===== config.mk =====
export PLATFORM = sky130hd
export DESIGN_NAME = fifo_stream_reader_flat
export DESIGN_NICKNAME = d
export VERILOG_FILES = /design/src/rtl/fifo_stream_reader_if.sv /design/src/rtl/fifo_stream_reader.sv /design/src/flat_wrapper.sv
export SDC_FILE = /design/constraint.sdc
export NUM_CORES = 1
export LEC_CHECK = 0
export BUFFER_PORTS_ARGS = -buffer_cell sky130_fd_sc_hd__buf_2
export CORE_MARGIN = 1
export CORE_UTILIZATION = 43
export CTS_CLUSTER_DIAMETER = 30
export CTS_CLUSTER_SIZE = 16
export DETAILED_ROUTE_END_ITERATION = 6
export GPL_TIMING_DRIVEN = 0
export HOLD_SLACK_MARGIN = 0.1
export PLACE_DENSITY = 0.7
export SYNTH_ARGS = -nofsm -noshare
export SYNTH_HDL_FRONTEND = slang
export SYNTH_SLANG_ARGS = --single-unit

===== constraint.sdc =====
create_clock -name clk -period 4.9 [get_ports clk]
set_input_delay 0.245 -clock clk [delete_from_list [all_inputs] [get_ports clk]]
set_output_delay 0.245 -clock clk [all_outputs]
set_load 0.05 [all_outputs]

===== src/rtl/fifo_stream_reader_if.sv =====
// Read-side FIFO port plus outgoing valid/ready stream
// for fifo_stream_reader.
interface fifo_stream_reader_if #(
  parameter int Width = 8
);
  logic             fifo_empty;
  logic             fifo_r_en;
  logic [Width-1:0] fifo_data_out;
  logic             m_valid;
  logic [Width-1:0] m_data;
  logic             m_ready;

  modport master (
    input  fifo_empty,
    input  fifo_data_out,
    input  m_ready,
    output fifo_r_en,
    output m_valid,
    output m_data
  );

  modport slave (
    output fifo_empty,
    output fifo_data_out,
    output m_ready,
    input  fifo_r_en,
    input  m_valid,
    input  m_data
  );
endinterface


===== src/rtl/fifo_stream_reader.sv =====
// Drains a registered-read Sync_FIFO into a first-word-fall-through
// valid/ready stream with a 3-deep skid buffer and flush.
module fifo_stream_reader #(
  parameter int Width = 8,
  parameter int CntW  = 16
) (
  input  logic                  clk,
  input  logic                  rst,
  fifo_stream_reader_if.master  bus,
  input  logic                  flush,
  output logic [CntW-1:0]       rd_count,
  output logic                  busy
);

  logic [Width-1:0] buf_q [3];
  logic [Width-1:0] buf_d [3];
  logic [1:0]       buf_cnt;
  logic [1:0]       cnt_d;
  logic             inflight;
  logic [2:0]       occ;
  logic             r_en;
  logic             m_valid;
  logic             pop;
  logic             cap;

  assign m_valid = (buf_cnt != 2'd0);
  assign pop     = m_valid && bus.m_ready && !flush;
  assign cap     = inflight && !flush;
  assign occ     = {1'b0, buf_cnt} + {2'b00, inflight};

  // Slots are reserved when the read is issued, so the buffer
  // can never overflow and m_ready never reaches r_en.
  assign r_en = !rst && !bus.fifo_empty && !flush
             && (occ < 3'd3);

  assign bus.fifo_r_en = r_en;
  assign bus.m_valid   = m_valid;
  assign bus.m_data    = buf_q[0];
  assign busy          = m_valid || inflight;

  // Unused slots are kept at zero so an empty head reads as 0.
  always_comb begin
    buf_d = buf_q;
    cnt_d = buf_cnt;
    if (pop) begin
      buf_d[0] = buf_q[1];
      buf_d[1] = buf_q[2];
      buf_d[2] = '0;
      cnt_d    = buf_cnt - 2'd1;
    end
    if (cap) begin
      case (cnt_d)
        2'd0:    buf_d[0] = bus.fifo_data_out;
        2'd1:    buf_d[1] = bus.fifo_data_out;
        2'd2:    buf_d[2] = bus.fifo_data_out;
        default: ;
      endcase
      cnt_d = cnt_d + 2'd1;
    end
    if (flush) begin
      buf_d = '{default: '0};
      cnt_d = 2'd0;
    end
  end

  always_ff @(posedge clk or posedge rst) begin
    if (rst) begin
      buf_q    <= '{default: '0};
      buf_cnt  <= 2'd0;
      inflight <= 1'b0;
      rd_count <= '0;
    end else begin
      buf_q    <= buf_d;
      buf_cnt  <= cnt_d;
      inflight <= r_en;
      if (pop)
        rd_count <= rd_count + CntW'(1);
    end
  end

endmodule


===== src/flat_wrapper.sv =====
// flat-port wrapper written by rule: the top's interface ports become plain ports
module fifo_stream_reader_flat 
#(
  parameter int Width = 8,
  parameter int CntW  = 16
)
  (clk, rst, flush, rd_count, busy, bus_fifo_empty, bus_fifo_data_out, bus_m_ready, bus_fifo_r_en, bus_m_valid, bus_m_data);
  fifo_stream_reader_if #(.Width(Width)) bus_i ();
  input  logic clk;
  input  logic rst;
  input  logic flush;
  output logic [CntW-1:0] rd_count;
  output logic busy;
  input wire logic [$bits(bus_i.fifo_empty)-1:0] bus_fifo_empty;
  input wire logic [$bits(bus_i.fifo_data_out)-1:0] bus_fifo_data_out;
  input wire logic [$bits(bus_i.m_ready)-1:0] bus_m_ready;
  output wire logic [$bits(bus_i.fifo_r_en)-1:0] bus_fifo_r_en;
  output wire logic [$bits(bus_i.m_valid)-1:0] bus_m_valid;
  output wire logic [$bits(bus_i.m_data)-1:0] bus_m_data;
  assign bus_i.fifo_empty = bus_fifo_empty;
  assign bus_i.fifo_data_out = bus_fifo_data_out;
  assign bus_i.m_ready = bus_m_ready;
  assign bus_fifo_r_en = bus_i.fifo_r_en;
  assign bus_m_valid = bus_i.m_valid;
  assign bus_m_data = bus_i.m_data;
  fifo_stream_reader #(.Width(Width), .CntW(CntW)) u_core (.clk(clk), .rst(rst), .bus(bus_i), .flush(flush), .rd_count(rd_count), .busy(busy));
endmodule

==> summary by stage <==
Global route
The initial antenna violation count came to 0. For met2 alone, demand over resource in global routing was 29.7%. The met3 capacity usage during global routing is 4.03%.

Global routing used 20.5% of the available met1 tracks. In the global route stage, overall resource usage came out at 16.7%. The global-route layer with the greatest usage is met2. The number of global-route vias before repair is 1513. The first global-routing pass estimated 6780 um of wire. The overflow left after global routing is 0. Entering global routing, the biggest net connects 44 pins.

Yosys
The number of instances in the synthesized netlist is 215. The fraction of registers with async set or reset after synthesis is 100%. Synthesis produced a netlist with a net count of 235. The post-synthesis cell type with the largest combined area is dfrtp_1. The top flip-flop cell by instance count after synthesis is dfrtp_1. The proportion of netlist area held by the largest area contributor is 51.2%. Counting flops with a built-in enable in the synthesized netlist gives 0. Counting distinct cell types in the post-synthesis netlist gives 29. The synthesized netlist occupies a cell area of 0.00210 sq mm. The count of synthesis-stage warnings from yosys is 0. Ranked by total cell area, the synthesized netlist is headed by dfrtp_1, nand2_1, a311oi_1. A synthesized cell averages 9.77 sq um. The fraction of the yosys area taken by sequential cells is 51.2%.

The synthesized design contains 43 register bits.

Detailed routing
In the final routed layout, each cell accounts on average for 12.1 um. The pre-antenna-repair detailed-routing pass consisted of 4 iterations. The detailed-route DRC error count is 0. The count of nets left with antenna violations once routing finished came out at 0. The detailed router finished its first iteration with 70 violations. The routed layout has 1581 vias. The detailed-route vias per instance is 4.81. The aggregate routed wire length is 4000 um.

Setup path
The worst register-to-register path has a depth of 10. The critical path launch point type is a flip-flop. Counting both buffers and inverters, the worst setup path holds a total of 3.

Broken down by cell family, the worst path's largest delay share belongs to simple AND/OR/NAND/NOR gates. In this run the critical register-to-register path is launched from u_core.buf_cnt[0]. The first element of the critical path is u_core.buf_cnt[0]. The slowest library cell on the worst path is clkbuf_1.

STA classifies the critical path endpoint as a flip-flop. The delay of the slowest critical-path stage is 0.38 ns. The maximum net fanout on the critical path is 10. At the worst endpoint, the arrival time is 2.87 ns. The signal on the critical path passes through inv_1 -> ha_1 -> nor3b_4 -> mux2i_1 -> inv_1 -> ha_1 -> nand2_1 -> clkbuf_1 -> nor2_1 -> a311oi_1. The worst setup path is of the flip-flop to flip-flop kind. The critical path required time is 5.09 ns.

The path length in cells of the critical path is 10.

Timing
The worst pin sits at a relative slew slack of 41.5%. The max-slew violation total from the final report came to 0. The count of endpoints failing hold in the final timing report is 0. After routing, the total negative slack on setup checks comes to 0 ns. The maximum frequency from static timing analysis is 0.374 GHz. Setup repair after global routing left no endpoint under its margin.

The ratio of final minimum period to clock period is 54.6%. The clock skew after layout is 0.00271 ns. The total setup violations reported at the end of the flow is 0. The minimum period implied by the final worst setup slack is 2.67 ns. For the pin with the worst max-slew slack, the measured transition is 0.876 ns.

Cells and area
The number of antenna diodes in the final layout is 0. At the end of the flow, the number of nets in the layout was 281. Once layout is complete, the cells apart from fillers number 329. Counting the fill cells in the layout gives 440. The final standard cell utilization of the core is 53.2%. In the layout the commonest cells are dfrtp_1, nand2_1, buf_2. Relative to the synthesized area, the layout overhead comes to 19.6%. The post-route netlist has 24.4% of its cells at a drive strength greater than 1. Leaving out fill and tap cells, the most frequent cell in the layout is dfrtp_1. After routing the design area is 0.00251 sq mm.

Place
The placed cell count is 321. Once detailed placement completed, the half-perimeter wirelength came to 3010 um. The routability congestion estimate from global placement is 0.787.

The placement-stage cell area is 0.00238 sq mm. The count of buffers from port buffering is 39.

Clock network
For the worst-skew pair, the clock arrives at the later sink with an insertion delay of 0.29 ns. The tree is rooted in a clkbuf_8. The post-cts repair resize count is 0. The number of post-CTS setup repair buffers is 0.

The H-tree was split into 2 levels. After clock tree synthesis, the clock-pin slew on the worst setup and hold paths is 0.08 ns. The number of sinks on the clock net is 43.

The TritonCTS buffer count is 5. The number of hold buffers added after cts is 0. The largest buffer count on any clock path is 2. TritonCTS built the clock tree.

Floorplanning
During I/O placement, the number of pins put on the boundary was 40. The die span in y is 71.9 um. The die extent in x is 71.9 um. The starting density of the core is 44.5%. The core area is 0.00472 sq mm. The die area is 0.00517 sq mm.

The number of placement rows is 25.

Power
The power density relative to cell area is 359 mW/mm^2. IR analysis of the VDD net gives a maximum drop of 159 uV. The leakage component of the power is 1.20 nW.

Status
The flow ran to the end, and the final reports show no timing, DRC or antenna violations.

Worst hold path
The kind of path behind the tightest hold check is input port to asynchronous set/reset pin.

Run
Across the run, the number of max-cap violations was 0.
[power breakdown]
part	total, mW	internal, mW	switching (mW)
sequential	0.401	0.375	0.0261
clock	0.324	0.204	0.120
combinational	0.178	0.0484	0.129
total	0.903	0.627	0.276
[per-stage QoR]
stage	hold slack, ns	setup slack (ns)	power (mW)
2_1_floorplan	0.415	2.62	0.540
3_3_place_gp	0.459	2.28	0.584
3_5_place_dp	0.472	2.21	0.588
4_1_cts	0.174	2.18	0.912
5_1_grt	0.204	1.92	0.942
6_report	0.139	2.23	0.903
[cell type report]
class,count,area (sq um),share of cell area (%)
sequential,43,1080,42.8
multi-input combinational,146,886,35.3
timing repair buffer,39,195,7.77
buffer,17,105,4.18
tap,67,83.8,3.34
clock buffer,6,72.6,2.89
clock inverter,2,60.1,2.39
inverter,9,33.8,1.34
[final timing paths]
path                            slack, ns              endpoint
min in group clk                     0.21       u_core.inflight
worst min-delay path                 0.14     u_core.buf_cnt[1]
worst max-delay path                 2.23  u_core.bus.m_data[6]
worst max register to register       2.23  u_core.bus.m_data[6]
max in group asynchronous            4.21       u_core.buf_q[4]
worst min register to register       0.47   u_core.rd_count[15]
[per-layer routing]
metal	wire length [um]	vias to the layer above
met2	1920	26
met3	135	5
met5	0	-
met1	1910	731
li1	-	819
met4	31	0
[worst reg2reg max path, stage by stage (launching register included)]
cell and delay (ns):
dfrtp_1 0.35, inv_1 0.06, ha_1 0.27, nor3b_4 0.36
mux2i_1 0.32, inv_1 0.10, ha_1 0.18, nand2_1 0.20
clkbuf_1 0.38, nor2_1 0.08, a311oi_1 0.27
[kinds of logic after synthesis]
group,Yosys count,synth area share (%)
XOR/XNOR,16,6.67
multiplexers,1,0.476
flip-flops,43,51.2
adder cells (fa/ha/maj),7,4.17
buffers and inverters,26,6.61
AND/OR/NAND/NOR,96,20.7
AO/OA/AOI/OAI,26,10.1
[flip-flops by register name, summed over array words and instances (netlist names)]
name,flops
u_core.inflight,1
u_core.buf_cnt,2
u_core.rd_count,16
u_core.buf_q,16
u_core.bus.m_data,8
[synth_stat cells, types with 2 or more instances]
| cell | number |
|---|---|
| buf_4 | 10 |
| nand3_1 | 7 |
| inv_1 | 9 |
| buf_2 | 3 |
| ha_1 | 7 |
| xor2_1 | 2 |
| nand2_1 | 42 |
| nor2_1 | 30 |
| a311oi_1 | 16 |
| xnor2_1 | 14 |
| nand4_1 | 5 |
| dfrtp_1 | 43 |
| clkbuf_1 | 4 |
| a22oi_1 | 8 |
Power figures use the tool's default switching activity.
